### config.mk
export PLATFORM = sky130hd
export DESIGN_NAME = arith_pipe_addsub
export DESIGN_NICKNAME = d
export VERILOG_FILES = /design/src/rtl/arith_pkg.sv /design/src/rtl/arith_pipe_addsub_adder_slice.sv /design/src/rtl/arith_pipe_addsub.sv
export SDC_FILE = /design/constraint.sdc
export NUM_CORES = 1
export LEC_CHECK = 0
export CORE_MARGIN = 2
export CORE_UTILIZATION = 50
export DETAILED_ROUTE_END_ITERATION = 6
export PLACE_DENSITY = 0.76
export SLEW_MARGIN = 0
export SYNTH_ARGS = -nofsm -noshare
export SYNTH_HDL_FRONTEND = slang
export SYNTH_SLANG_ARGS = --single-unit
### constraint.sdc
create_clock -name clk -period 6.3 [get_ports clk]
set_input_delay 1.26 -clock clk [delete_from_list [all_inputs] [get_ports clk]]
set_output_delay 1.26 -clock clk [all_outputs]
set_load 0.02 [all_outputs]
### src/rtl/arith_pkg.sv
// arith_pkg: op encodings and the pipeline stage record shared by the add/sub pipeline
package arith_pkg;

    localparam logic OP_ADD = 1'b0;
    localparam logic OP_SUB = 1'b1;

    // Widest operand the stage record can carry; the top checks WIDTH against it
    localparam int MAX_WIDTH = 64;

    typedef struct packed {
        logic                 valid;
        logic [MAX_WIDTH-1:0] psum;
        logic                 carry;
        logic [MAX_WIDTH-1:0] a_rem;
        logic [MAX_WIDTH-1:0] b_rem;
    } stage_t;

endpackage

### src/rtl/arith_pipe_addsub_adder_slice.sv
// adder_slice: W-bit combinational ripple adder with carry in, carry out and carry into the MSB
module adder_slice #(
    parameter int W = 8
) (
    input  logic [W-1:0] i_a,
    input  logic [W-1:0] i_b,
    input  logic         i_cin,
    output logic [W-1:0] o_sum,
    output logic         o_cout,
    output logic         o_cmsb
);

    logic [W:0] w_c;

    // Ripple the carry bit by bit from the slice carry-in
    always_comb begin
        w_c    = '0;
        w_c[0] = i_cin;
        o_sum  = '0;
        for (int i = 0; i < W; i++) begin
            o_sum[i]  = i_a[i] ^ i_b[i] ^ w_c[i];
            w_c[i+1]  = (i_a[i] & i_b[i]) | (w_c[i] & (i_a[i] ^ i_b[i]));
        end
    end

    assign o_cout = w_c[W];
    assign o_cmsb = w_c[W-1];

endmodule

### src/rtl/arith_pipe_addsub.sv
// arith_pipe_addsub: STAGES-deep sliced add/sub pipeline with valid/ready; ARITH_ADDSUB_FLAGS_EN enables ovf/zero
module arith_pipe_addsub
    import arith_pkg::*;
#(
    parameter int WIDTH  = 32,
    parameter int STAGES = 4
) (
    input  logic             clk,
    input  logic             reset,
    input  logic             in_valid,
    output logic             in_ready,
    input  logic [WIDTH-1:0] a,
    input  logic [WIDTH-1:0] b,
    input  logic             op,
    output logic             out_valid,
    input  logic             out_ready,
    output logic [WIDTH-1:0] sum,
    output logic             cout,
    output logic             ovf,
    output logic             zero
);

    localparam int SD = (STAGES < 1) ? 1 : STAGES;
    localparam int SW = WIDTH / SD;

    if (STAGES < 1 || (WIDTH % SD) != 0 || WIDTH > MAX_WIDTH) begin : g_bad_cfg
        $error("arith_pipe_addsub: STAGES must be >= 1, divide WIDTH, and WIDTH <= MAX_WIDTH");
    end

    stage_t r_stg [STAGES];
    logic   w_en;

    // A stalled, full output freezes the whole pipe, bubbles included
    assign w_en      = !out_valid || out_ready;
    assign in_ready  = w_en;
    assign out_valid = r_stg[STAGES-1].valid;
    assign sum       = r_stg[STAGES-1].psum[WIDTH-1:0];
    assign cout      = r_stg[STAGES-1].carry;

    genvar k;
    for (k = 0; k < STAGES; k++) begin : g_stage
        // Operand bits already consumed are dropped from the carried-forward copies
        localparam logic [MAX_WIDTH-1:0] KEEP = ~((MAX_WIDTH'(1) << ((k + 1) * SW)) - MAX_WIDTH'(1));
        logic [MAX_WIDTH-1:0] w_a;
        logic [MAX_WIDTH-1:0] w_b;
        logic [MAX_WIDTH-1:0] w_pi;
        logic [MAX_WIDTH-1:0] w_po;
        logic                 w_ci;
        logic                 w_v;
        logic [SW-1:0]        w_s;
        logic                 w_co;
        logic                 w_cm;
        logic                 w_cm_unused;

        assign w_cm_unused = w_cm;

        if (k == 0) begin : g_in
            // Subtract enters as a + ~b with carry-in 1
            assign w_a  = MAX_WIDTH'(a);
            assign w_b  = MAX_WIDTH'((op == OP_SUB) ? ~b : b);
            assign w_ci = (op == OP_SUB);
            assign w_v  = in_valid;
            assign w_pi = '0;
        end else begin : g_mid
            assign w_a  = r_stg[k-1].a_rem;
            assign w_b  = r_stg[k-1].b_rem;
            assign w_ci = r_stg[k-1].carry;
            assign w_v  = r_stg[k-1].valid;
            assign w_pi = r_stg[k-1].psum;
        end

        adder_slice #(.W(SW)) u_slice (
            .i_a    (w_a[k*SW +: SW]),
            .i_b    (w_b[k*SW +: SW]),
            .i_cin  (w_ci),
            .o_sum  (w_s),
            .o_cout (w_co),
            .o_cmsb (w_cm)
        );

        // Splice this slice's result into the partial sum handed down the pipe
        always_comb begin
            w_po               = w_pi;
            w_po[k*SW +: SW]   = w_s;
        end

        // Stage register advances only with the pipeline enable
        always_ff @(posedge clk or posedge reset) begin
            if (reset)
                r_stg[k] <= '0;
            else if (w_en)
                r_stg[k] <= '{valid: w_v, psum: w_po, carry: w_co, a_rem: w_a & KEEP, b_rem: w_b & KEEP};
        end
    end

`ifdef ARITH_ADDSUB_FLAGS_EN
    logic r_ovf;

    // Signed overflow: carry into MSB differs from carry out, registered with the final slice
    always_ff @(posedge clk or posedge reset) begin
        if (reset)
            r_ovf <= 1'b0;
        else if (w_en)
            r_ovf <= g_stage[STAGES-1].w_cm ^ g_stage[STAGES-1].w_co;
    end

    assign ovf  = r_ovf;
    assign zero = out_valid && (sum == '0);
`else
    assign ovf  = 1'b0;
    assign zero = 1'b0;
`endif

endmodule

* Word level (Yosys, flattened, before mapping)
Cells that the tools add are included.
** Word-level totals
- Register bits :: 184
- Output and inout port bits :: 37
** Cells by class
- Muxes and demuxes :: 1
- Bitwise gates (word level) :: 161
- Reduce and logical (&&, ||, !) cells :: 2
** Operator list (number)
- 1-bit bitwise AND :: 64
- 1-bit bitwise XOR :: 64
- 32-bit 2-to-1 mux :: 1
- 32-bit inverter :: 1
- 1-bit bitwise OR :: 32
- 1-bit logical NOT :: 1
- 1-bit logical OR :: 1

* Longest topological paths before layout
Gate-level depths: netlist (run 1).
- Depth after elaboration :: 19
- Depth in mapped cells :: 13

* By module
A second synthesis (run 1) with hierarchy kept.
** Second synthesis, totals
- Cell total of the unflattened synthesis :: 502
- Area total of the unflattened synthesis :: 8572.0 µm²
** By module, submodules not included
- arith_pipe_addsub :: instances 1, cells each 430, area each 7781.2 µm², sequential area each 4604.4 µm²
- adder_slice :: instances 4, cells each 18, area each 197.7 µm², sequential area each 0.0 µm²

* Least setup slack after synthesis (run 1)
OpenSTA, ideal clock, no wires.
- Path kind :: input to register
- Start :: input port op
- End :: register r_stg (netlist bit g_stage[1].w_pi[7])
- Library setup time :: 0.125 ns
- Arrival :: 4.888 ns
- Required time :: 6.175 ns
- Slack :: 1.287 ns
- Stages :: 13
- Path buffers :: 2
- Path through :: clkbuf_1 buf_2 xor2_1 fa_1 inv_1 fa_1 fa_1 fa_1 fa_1 fa_1 inv_1 fa_1 mux2_4
** On the way
- Cells in the longest elaborated chain, start to end :: 17
- Elaborated cells on any way between the ends :: 31
- Classes of those cells :: 1 x mux; 30 x bitwise
** Ends and longest elaborated chain
- start: declaration :: RTL line arith_pipe_addsub.sv:14 : input logic op,
- 32-bit 2-to-1 mux :: RTL line arith_pipe_addsub.sv:60 : assign w_b = MAX_WIDTH'((op == OP_SUB) ? ~b : b);
- 1-bit bitwise XOR :: RTL line arith_pipe_addsub_adder_slice.sv:22 : w_c[i+1] = (i_a[i] & i_b[i]) | (w_c[i] & (i_a[i] ^ i_b[i]));
- 1-bit bitwise AND :: RTL line arith_pipe_addsub_adder_slice.sv:22
- 1-bit bitwise OR :: RTL line arith_pipe_addsub_adder_slice.sv:22
- 1-bit bitwise AND :: RTL line arith_pipe_addsub_adder_slice.sv:22
- 1-bit bitwise OR :: RTL line arith_pipe_addsub_adder_slice.sv:22
- 1-bit bitwise AND :: RTL line arith_pipe_addsub_adder_slice.sv:22
- 1-bit bitwise OR :: RTL line arith_pipe_addsub_adder_slice.sv:22
- [2 not listed]
- 1-bit bitwise AND :: RTL line arith_pipe_addsub_adder_slice.sv:22
- 1-bit bitwise OR :: RTL line arith_pipe_addsub_adder_slice.sv:22
- 1-bit bitwise AND :: RTL line arith_pipe_addsub_adder_slice.sv:22
- 1-bit bitwise OR :: RTL line arith_pipe_addsub_adder_slice.sv:22
- 1-bit bitwise AND :: RTL line arith_pipe_addsub_adder_slice.sv:22
- 1-bit bitwise OR :: RTL line arith_pipe_addsub_adder_slice.sv:22
- 1-bit bitwise XOR * :: RTL line arith_pipe_addsub_adder_slice.sv:21 : o_sum[i] = i_a[i] ^ i_b[i] ^ w_c[i];
- via g_stage[0].u_slice.o_sum[7] :: RTL line arith_pipe_addsub_adder_slice.sv:8 : output logic [W-1:0] o_sum,
- end signal: indexed assignment :: RTL line arith_pipe_addsub.sv:92 : r_stg[k] <= '{valid: w_v, psum: w_po, carry: w_co, a_rem: w_a & KEEP, b_rem: w_b & KEEP};
- end: declaration :: RTL line arith_pipe_addsub.sv:30 : stage_t r_stg [STAGES];
The timed path passes the listed nets; every way through them passes the cells marked *.
A chain may end at the register's enable or synchronous reset.

* Worst setup path after layout (run 1)
- Start :: input port b[1]
- End :: register r_stg (netlist bit g_stage[1].w_pi[7])
** On the way
- Cells in the longest elaborated chain, start to end :: 16
- Elaborated cells on any way between the ends :: 17
- Classes of those cells :: 1 x mux; 16 x bitwise
** Ends and longest elaborated chain
- start: declaration :: RTL line arith_pipe_addsub.sv:13 : input logic [WIDTH-1:0] b,
- 32-bit inverter :: RTL line arith_pipe_addsub.sv:60
- 32-bit 2-to-1 mux * :: RTL line arith_pipe_addsub.sv:60
- 1-bit bitwise XOR :: RTL line arith_pipe_addsub_adder_slice.sv:22
- 1-bit bitwise AND :: RTL line arith_pipe_addsub_adder_slice.sv:22
- 1-bit bitwise OR * :: RTL line arith_pipe_addsub_adder_slice.sv:22
- 1-bit bitwise AND * :: RTL line arith_pipe_addsub_adder_slice.sv:22
- 1-bit bitwise OR * :: RTL line arith_pipe_addsub_adder_slice.sv:22
- 1-bit bitwise AND * :: RTL line arith_pipe_addsub_adder_slice.sv:22
- 1-bit bitwise OR * :: RTL line arith_pipe_addsub_adder_slice.sv:22
- 1-bit bitwise AND * :: RTL line arith_pipe_addsub_adder_slice.sv:22
- 1-bit bitwise OR * :: RTL line arith_pipe_addsub_adder_slice.sv:22
- 1-bit bitwise AND * :: RTL line arith_pipe_addsub_adder_slice.sv:22
- 1-bit bitwise OR * :: RTL line arith_pipe_addsub_adder_slice.sv:22
- 1-bit bitwise AND * :: RTL line arith_pipe_addsub_adder_slice.sv:22
- 1-bit bitwise OR * :: RTL line arith_pipe_addsub_adder_slice.sv:22
- 1-bit bitwise XOR * :: RTL line arith_pipe_addsub_adder_slice.sv:21
- via g_stage[0].u_slice.o_sum[7] :: RTL line arith_pipe_addsub_adder_slice.sv:8
Marks and branches as above.

==> results of run 1 <==
==> layer usage <==
layer	vias to the layer above	GRT usage [%]
met3	17	4.044
met5	-	0
met1	2182	24.55
li1	1886	-
met4	0	5.614
met2	102	26.27
==> layout make-up <==
class                           instances  area (µm²)  share of cell area (%)
Sequential cell                       184        4604                   45.24
Multi-Input combinational cell        265        3507                   34.46
Timing Repair Buffer                  110        1079                   10.60
Clock buffer                           18       439.2                   4.315
Tap cell                              220       275.3                   2.704
Clock inverter                         14       157.7                   1.549
Inverter                               29       113.9                   1.119
Antenna cell                            1       2.502                 0.02459
==> sequential cells by signal, indices dropped and copies added, names as in the netlist <==
signal / count
g_stage.w_ci: 3
sum: 32
g_stage.w_v: 3
g_stage.w_pi: 48
cout: 1
g_stage.w_a: 48
g_stage.w_b: 48
out_valid: 1
==> through the flow <==
step / instance area [µm²] / cells
floorplan: 8466 / 507
global placement: 9579 / 808
detailed placement: 9579 / 808
CTS: 10180 / 840
global route: 10180 / 840
finish: 10180 / 841
==> synthesized netlist by cell type (all sizes together) <==
cell,count,area [µm²]
fa,31,620.6
conb,1,3.750
mux2i,2,20.02
nor3b,14,105.1
nand2b,2,12.51
xor2,25,219.0
clkbuf,3,11.26
xnor2,7,61.31
mux2,168,2384
inv,29,108.9
buf,26,241.5
dfrtp,184,4604
a21oi,14,70.07
==> worst max-delay path by stage <==
stage,start,depth (start not counted),end,slack (ns)
6_report,b[1],12,g_stage[1].w_pi[7],1.57
5_1_grt,b[0],12,g_stage[1].w_pi[7],1.43
4_1_cts,b[1],12,g_stage[1].w_pi[7],1.54
3_5_place_dp,b[1],12,g_stage[1].w_pi[7],1.08
3_3_place_gp,b[0],12,g_stage[1].w_pi[7],1.19
2_1_floorplan,reset,1,cout,0.04
==> power groups by stage <==
stage               combinational [W]  sequential, W  clock (W)
floorplan                     0.00143        0.00211          0
global placement              0.00197        0.00205          0
detailed placement            0.00203        0.00208          0
CTS                           0.00205        0.00207    0.00110
global route                  0.00220        0.00213    0.00116
finish                        0.00201        0.00207    0.00108
==> cell families (layout without fill, tap and decap cells) <==
logic type                 Yosys count  in the layout
other                                1              3
and+or+nand+nor                     16             16
xor gates and xnor gates            32             32
muxes                              170            170
DFF                                184            184
adders and majority gates           31             31
buffers and inverters               58            171
AOI/OAI and AO/OA                   14             14
==> results.md, run 1 <==
* Cts hold-fix bufs at 0
* Synth Register Bits at approximately 180
* Met2 Wirelength at ~6.6 mm
* Area share of fa/ha/maj cells after synthesis at ~7.3%
* Crit path max-delay family: adder cells
* Element type at the critical path start: primary input
* RSZ-0062 raised after global routing: no
* PortBufs at approximately 100
* Max-Cap Viols at 0
* Critical path's most frequent cell: fa_1
* Post-synthesis mux area share at 28.40%
* Slew Viols, Final at 0
* Hold WS at between 0.5 and 0.6 ns
* GRT Total Usage at between 10% and 20%
* Initial antenna violation count at 1
* Crit. End Element: register
* Post-layout utilization of the core at between 60% and 70%
* Outcome: finished clean
* Sw frac at 30.80%
* Layout cells sized above 1 at about a third
* Die Y at about 130 µm
* Internal at 0.003571 W
* Final setup fails at 0
* Vias per Instance at approximately 5.0
* Synth Area in Compound Gates at 0.8280%
* Layout area overhead at 20.29%
* Clk_lat worst skew at between 0.4 and 0.5 ns
* Final TNS setup at 0 ns
* Yosys warns at 0
* CTS root buf: clkbuf_16
* DR vias at 4187
* Reg2Reg Depth at 12
* Initial DRC count at roughly 250
* Post-route setup slack at about 1.6 ns
* FF-to-FF Start: g_stage[3].w_ci
* First-pass GRT wire length at between 20 and 25 mm
* Post-route ant nets at 0
* Clk_skew at roughly 0.015 ns
* Place WS at around 1.1 ns
* Worst EP required at 6.62 ns
* Power per Cell Area at between 500 and 600 nW/µm²
* Uppermost routed layer: met4
* Commonest non-fill, non-tap cell in the layout: dfrtp_1
* Pwr Total at 0.005160 W
* CP max-delay cell: clkdlybuf4s50_1
* Chip Width at 134.1 µm
* Nets at 707
* Crit path DAT at about 5.0 ns
* Worst Hold End: g_stage[3].w_pi[3]
* Setup repair bufs after CTS at 0
* Cells after synthesis at around 500
* Static Leak at ~4.7 nW
* Most frequent cells in the layout: 184 x dfrtp_1, 131 x mux2_4, 102 x clkdlybuf4s50_1, 37 x mux2_2, 31 x fa_1
* Clk pin slew, worst setup/hold paths at approximately 0.080 ns
* TritonCTS clock tree: done
* VDD IR max at about 0.35 mV
* Fmax at 0.2115 GHz
* Clock Power Share at roughly a fifth
* Final min period at about 4.7 ns
* CP bufs+invs at 3
* Row count at between 40 and 50
* Worst-Margin Slew at 1.055 ns
* WL met1 at around 6.8 mm
* Clock Sinks at between 150 and 200
* Synthesized area per cell at 16.72 µm²
* Number of unique standard cell types used by synthesis at 16
* Sequential power share at roughly two fifths
* Setup CP Type: in -> reg
* Relative slew slack at around 30%
* Fin. Hold Viols at 0
* H-tree levels at 4
* Worst r2r dst: sum[31]
* I/O pin total at 106
* Crit path cell chain: clkdlybuf4s50_1 > xor2_1 > fa_1 > inv_1 > fa_1 > fa_1 > fa_1 > fa_1 > fa_1 > inv_1 > fa_1 > mux2_4
* Largest family of logic cells by synthesized area: multiplexers
* CTS Buf Count at 17
* Initial core utilization at 51.03%
* Synthesized area at 8462 µm²
* DRC Markers at 0
* GR Overflow Total at 0
* Post-synthesis simple-gate area fraction at between 1 and 1.5%
* CP peak stage delay at between 0.4 and 0.5 ns
* Switch Pwr at about 0.0016 W
* Worst hold start: g_stage[2].w_pi[3]
* Post-CTS Resized at 0
* Core ar. at 16580 µm²
* RD Place Congestion at approximately 0.76
* Worst min path class: reg -> reg
* Pin count of the biggest net entering global routing at between 80 and 90
* DR pass1 iterations at 4
* Crit share post-route at between 70% and 80%
* WL met3 at between 600 and 700 µm
* Vias in the first global route at roughly 4700
* Post-Synth XOR/XNOR Area at under 10%
* Fillcell total at between 1000 and 1500
* Worst reg2reg setup slack at around 2.1 ns
* Post-Route WL at roughly 14 mm
* DP HPWL at about 9.2 mm
* Drt wl/cell at 17.05 µm
* Register area share after synthesis at 54.41%
* Combinational fraction of design power at around two fifths
* CTS Buffer Depth at 2
* Die ar. at 17980 µm²
* Worst-path fanout max at 1
* Hold Path Cell Cnt at 1
Power figures use the tool's default switching activity.
==> inputs of run 2 (changes only) <==
- clock period: 6.3 -> 3.9 ns (I/O delays scaled with it)
==> run 2 against run 1 <==
  * Design area increased by 1.2%
  * Sequential share of layout area decreased by 0.53 points
  * Count of clock-buffer cells in the layout increased by 1
  * Clock skew decreased by 0.0066 ns
  * Worst setup slack got worse by 1.5 ns
  * Power increased by 62%
  * Critical path type unchanged
  * Clock power increased by 56%
  * Critical endpoint unchanged
  * First-iteration DRC count decreased by 4.1%
  * Flip-flop and latch count unchanged
  * Via count decreased by 0.60%
  * Combinational power increased by 67%
  * Die area unchanged
  * Largest power group is now combinational cells
==> results.md, run 2 (synthesis gave the netlist of run 1 again) <==
* Relative slew slack at 39.53% (was 29.69%)
* Layout cells sized above 1 at 38.98% (was 33.87%)
* Combinational fraction of design power at 40.1% (was 39.0%)
* CTS root buf: clkbuf_16 (unchanged)
* Most frequent cells in the layout: 184 x dfrtp_1, 132 x mux2_4, 98 x clkdlybuf4s50_1, 36 x mux2_2, 24 x xor2_1 (was 184 x dfrtp_1, 131 x mux2_4, 102 x clkdlybuf4s50_1, 37 x mux2_2, 31 x fa_1)
* Worst r2r dst: sum[31] (unchanged)
* Worst reg2reg setup slack at 0.15 ns (was 2.08 ns)
* Core ar. at 16580 µm² (unchanged)
* Initial antenna violation count at 1 (unchanged)
* Crit share post-route at 97.37%
* Post-route ant nets at 0 (unchanged)
* Hold Path Cell Cnt at 1 (unchanged)
* Multi-input logic area at 3575 µm² (was 3507 µm²)
* Crit path max-delay family: adder cells (unchanged)
* Register area at 4604 µm² (unchanged)
* Cts hold-fix bufs at 0 (unchanged)
* Worst hold start: g_stage[3].w_v (was g_stage[2].w_pi[3])
* Hold WS at 0.4784 ns (was 0.5008 ns)
* Crit. End Element: register (unchanged)
* Reg2Reg Depth at 12 (unchanged)
* CP bufs+invs at 3 (unchanged)
* First-pass GRT wire length at 23.68 mm (was 24.24 mm)
* Chip Width at 134.1 µm (unchanged)
* Clock Sinks at 184 (unchanged)
* Worst Hold End: out_valid (was g_stage[3].w_pi[3])
* Place WS at -0.6365 ns (was 1.081 ns)
* Final min period at between 3 and 4 ns
* Design Area, Final at 10300 µm² (was 10180 µm²)
* Clock Power Share at 20.0% (was 21.0%)
* FF-to-FF Start: g_stage[3].w_ci (unchanged)
* CTS Buf Count at 17 (unchanged)
* Setup CP Type: in -> reg (unchanged)
* Layout area overhead at 21.72% (was 20.29%)
* Die ar. at 17980 µm² (unchanged)
* Sequential power share at 39.8% (was 40.0%)
* Switch Pwr at 0.002538 W (was 0.001589 W)
* RD Place Congestion at 0.7204 (was 0.7647)
* Diode count at 0 (was 1)
* Max-Cap Viols at 0 (unchanged)
* DR pass1 iterations at 3 (was 4)
* Vias in the first global route at 4582 (was 4681)
* Pwr Total at 0.008371 W (was 0.005160 W)
* Pin count of the biggest net entering global routing at 130 (was 87)
* CP peak stage delay at 0.39 ns (was 0.48 ns)
* GRT Total Usage at 16.94% (was 17.19%)
* Static Leak at 4.737 nW (was 4.717 nW)
* Clk_skew at 0.007871 ns (was 0.01450 ns)
* TritonCTS clock tree: done (unchanged)
* Initial core utilization at 51.03% (unchanged)
* Final setup fails at 0 (unchanged)
* DRC Markers at 0 (unchanged)
* DP HPWL at 9.159 mm (was 9.190 mm)
* Sw frac at 30.32% (was 30.80%)
* DR vias at 4162 (was 4187)
* Initial DRC count at 235 (was 245)
* Post-route setup slack at 0.1025 ns (was 1.572 ns)
* Clk pin slew, worst setup/hold paths at 0.07 ns (was 0.08 ns)
* Worst min path class: reg -> reg (unchanged)
* Crit path cell chain: dlygate4sd2_1 > mux2_4 > fa_2 > inv_1 > fa_2 > fa_2 > fa_2 > fa_2 > fa_2 > inv_2 > fa_1 > mux2_4 (was clkdlybuf4s50_1 > xor2_1 > fa_1 > inv_1 > fa_1 > fa_1 > fa_1 > fa_1 > fa_1 > inv_1 > fa_1 > mux2_4)
* Commonest non-fill, non-tap cell in the layout: dfrtp_1 (unchanged)
* Post-Route WL at 14.03 mm (was 14.34 mm)
* Fin. Hold Viols at 0 (unchanged)
* Element type at the critical path start: primary input (unchanged)
* Outcome: finished clean (unchanged)
* VDD IR max at 0.4377 mV (was 0.3544 mV)
* Vias per Instance at 4.920 (was 4.979)
* RSZ-0062 raised after global routing: no (unchanged)
* H-tree levels at 4 (unchanged)
* Row count at 47 (unchanged)
* CTS Buffer Depth at 2 (unchanged)
* Power per Cell Area at 812.7 nW/µm² (was 507.0 nW/µm²)
* Nets at 714 (was 707)
* Clk_lat worst skew at 0.42 ns (was 0.43 ns)
* Worst-path fanout max at 2 (was 1)
* Fmax at approximately 0.26 GHz
* GR Overflow Total at 0 (unchanged)
* Internal at 0.005833 W (was 0.003571 W)
* Fillcell total at 1229 (was 1247)
* PortBufs at 103 (unchanged)
* Post-layout utilization of the core at 62.11% (was 61.38%)
* Worst EP required at 4.21 ns (was 6.62 ns)
* I/O pin total at 106 (unchanged)
* Drt wl/cell at 16.58 µm (was 17.05 µm)
* Die Y at 134.1 µm (unchanged)
* Crit path DAT at 4.10 ns (was 5.04 ns)
* Critical path's most frequent cell: fa_2 (was fa_1)
* Placed Area at 9681 µm² (was 9579 µm²)
* Worst-Margin Slew at 0.9071 ns (was 1.055 ns)
* CP max-delay cell: fa_2 (was clkdlybuf4s50_1)
* Slew Viols, Final at 0 (unchanged)
==> run 2: repair_timing <==
action / CTS / global route
endpoints found under the setup margin: 5 / 4
setup buffers: 1 / 1
cloned: 0 / 0
hold endpoints to repair: 0 / 0
pin swaps: 8 / 8
resized for setup: 17 / 8
==> run 2: worst max-delay path by stage <==
| stage | start | end | slack (ns) | depth (start not counted) |
|---|---|---|---|---|
| after floorplan | op | g_stage[1].w_pi[7] | -0.25 | 13 |
| after global placement | b[1] | g_stage[1].w_pi[7] | -0.55 | 12 |
| after detailed placement | b[1] | g_stage[1].w_pi[7] | -0.64 | 12 |
| after CTS | g_stage[2].w_ci | g_stage[3].w_pi[23] | 0.0008 | 12 |
| after global routing | g_stage[2].w_ci | g_stage[3].w_pi[23] | 0.002 | 12 |
| final | b[0] | g_stage[1].w_pi[7] | 0.10 | 12 |
==> run 2: routing by layer <==
layer | global-route usage [%] | vias to the layer above | share of wire (%)
li1 | - | 1899 | -
met1 | 25.10 | 2162 | 49
met2 | 24.90 | 86 | 46
met3 | 4.195 | 15 | 3.8
met4 | 5.263 | 0 | 1.2
met5 | 0 | - | 0
==> run 2: worst register-to-register path, stage by stage, from the launching register on <==
cell	delay [ns]
dfrtp_1	0.41
fa_2	0.40
inv_2	0.07
fa_1	0.16
inv_1	0.06
fa_2	0.40
fa_2	0.42
fa_2	0.37
fa_2	0.41
fa_2	0.39
inv_2	0.07
fa_1	0.40
a21oi_2	0.13
==> run 2: power groups by stage <==
stage                     sequential [W]  combinational [W]  clock, W
after floorplan                  0.00341            0.00233         0
after global placement           0.00331            0.00322         0
final                            0.00334            0.00336   0.00168
after detailed placement         0.00336            0.00332         0
after CTS                        0.00335            0.00338   0.00171
after global routing             0.00346            0.00366   0.00180
==> run 2: metrics by stage <==
stage	std cells	setup TNS [ns]
after CTS	845	0
after detailed placement	813	-1.617
after global routing	846	0
after floorplan	507	-0.2543
final	846	0
after global placement	813	-1.227
==> run 2: area by class of cell <==
cell class / instances / area share (%)
Multi-Input combinational cell: 265 / 34.71
Clock buffer: 19 / 4.300
Inverter: 29 / 1.093
Clock inverter: 12 / 1.227
Sequential cell: 184 / 44.70
Timing Repair Buffer: 117 / 11.30
Tap cell: 220 / 2.672
==> edit: new RTL, settings of run 2 <==
Change the parameter `STAGES` from 4 to 2.
--- a/src/rtl/arith_pipe_addsub.sv
+++ b/src/rtl/arith_pipe_addsub.sv
@@ -3,7 +3,7 @@
     import arith_pkg::*;
 #(
     parameter int WIDTH  = 32,
-    parameter int STAGES = 4
+    parameter int STAGES = 2
 ) (
     input  logic             clk,
     input  logic             reset,
Function: changed (Yosys sat finds a counterexample within 4 cycles, from zero or initial values and one cycle with reset high).
==> edit against run 2 <==
  * The flow now finishes with violations (negative setup slack)
  * Via count fell by 39%
  * Maximum frequency shrank 41%
  * Area after synthesis decreased by 49%
  * Total power down 61%
  * Clock power shrank 53%
  * Worst setup slack got worse by 2.6 ns
  * Synthesized cell count down 42%
  * Die area down 48%
  * Sequential cell count fell by 100
  * Design area shrank 44%
  * Worst hold slack improved by 0.014 ns
  * Wire length decreased by 42%
==> edit: results (changes against run 2) <==
stage	metric	value	unit	change
synth	Synth top cells by count	dfrtp_1, mux2_2, fa_1		
clocking	Post-CTS Setup Bufs	0		-1
final_layout	fraction of layout cells with a size suffix above 1	33.33	%	-5.6 points
sta	setup violators final	17		+17
global_route	first-pass GRT wire length	13.73	mm	-42%
global_route	vias in the first global route	2891		-37%
synth	Post-Synth Adder-Cell Area	14.38	%	+7.0 points
synth	unique cell type count in the Yosys netlist	17		+1
outcome	outcome	complete, but fails checks		
clocking	total CTS buffers	9		-8
global_route	largest net degree at the start of global routing	85		-35%
clocking	clock latency on the worst-skew pair	0.35	ns	-0.07 ns
synth	Synthesis Warnings	0		unchanged
clocking	Worst-path clk slew	0.09	ns	+0.02 ns
setup_path	crit path DAT	6.62	ns	+2.52 ns
final_layout	fin nets	498		-30%
run	Max-cap violations	0		unchanged
sta	transition time of the tightest slew-check pin	1.172	ns	+0.2652 ns
global_route	total global-route track usage	18.37	%	+1.4 points
clocking	cts repair resizes	26		+9
synth	XOR/XNOR share of the synthesized area	6.495	%	+3.2 points
sta	Final TNS setup	-24.33	ns	-24.33 ns
synth	Synth async-reset ratio	100.0	%	unchanged
clocking	H-tree Lvls	3		-1
synth	post-synthesis mux area share	20.30	%	-8.1 points
synth	post-synthesis compound-gate area fraction	1.856	%	+1.0 points
sta	Final WS setup	-2.484	ns	-2.587 ns
outcome	failing checks	negative setup slack		
setup_path	CP max stage delay	0.42	ns	+0.03 ns
synth	Synth area leaders	dfrtp_1, fa_1, mux2_4		
setup_path	crit-path max FO	2		unchanged
synth	sequential element share of the synthesized area	48.71	%	-5.7 points
placed_design	DP Cell Count	492		-39%
final_layout	Ant. Diodes	0		unchanged
placed_design	routability cong.	0.7694		+6.8%
placed_design	dpl cell area	0.005504	mm²	-43%
route	TritonRoute pass-1 iters	4		+1
route	total wire length	8.122	mm	-42%
sta	Post-Route Skew	0.01169	ns	+0.003821 ns
route	DR iter-0 viols	52		-78%
clocking	Clock Tree Root	clkbuf_8		
clocking	clock tree buffer depth	2		unchanged
placed_design	DP Wirelength	5.855	mm	-36%
global_route	antenna violations before repair	0		-1
pwr	maximum vdd drop	0.2899	mV	-34%
final_layout	Largest register FFs	32		
synth	synthesized instance count	291		-42%
pwr	Static Leak	0.002476	µW	-48%
route	DR WL/cell	16.02	µm	-3.4%
route	routed vias/inst	5.004		+1.7%
==> edit: power by group <==
| part | switching (µW) | internal (µW) | total, µW | leakage (µW) |
|---|---|---|---|---|
| sequential | 160 | 1120 | 1280 | 0.000967 |
| clock | 306 | 489 | 794 | 0.000129 |
| combinational | 528 | 686 | 1210 | 0.00138 |
| total | 993 | 2300 | 3290 | 0.00248 |
==> edit: cell type report <==
class	count	area (µm²)
Sequential cell	84	2102
Clock buffer	9	123.9
Multi-Input combinational cell	167	2100
Inverter	23	87.58
Clock inverter	6	137.6
Tap cell	105	131.4
Fill cell	593	2516
Timing Repair Buffer	113	1101
==> edit: metal layers <==
metal  vias to the layer above  track usage (%)  wire length (µm)
met5                         -                0                 0
met4                         0            6.392               102
met3                         8            5.347               482
met2                        74            30.07              3968
met1                      1302            23.52              3568
li1                       1153                -                 -
==> edit: stage by stage <==
step	power (µW)	utilization [%]	worst slack (ns)
after CTS	3338	69.68	-2.495
after global routing	3489	69.68	-2.627
final	3293	69.68	-2.484
after detailed placement	2525	66.32	-3.259
after floorplan	1985	-	-2.754
after global placement	2474	66.32	-3.178
==> edit: final timing paths <==
kind | from | cells after the start | slack, ns | end
setup / recovery | b[0] | 20 | -2.48 | g_stage[1].w_pi[15]$_DFFE_PP0P_
hold / removal | g_stage[1].w_v$_DFFE_PP0P_ | 1 | 0.49 | out_valid$_DFFE_PP0P_
setup reg to reg | g_stage[1].w_a[16]$_DFFE_PP0P_ | 20 | -2.44 | sum[31]$_DFFE_PP0P_
hold reg to reg | g_stage[1].w_v$_DFFE_PP0P_ | 1 | 0.49 | out_valid$_DFFE_PP0P_
max in group asynchronous | reset | 3 | 2.40 | g_stage[1].w_pi[12]$_DFFE_PP0P_
min in group asynchronous | reset | 2 | 0.75 | sum[24]$_DFFE_PP0P_
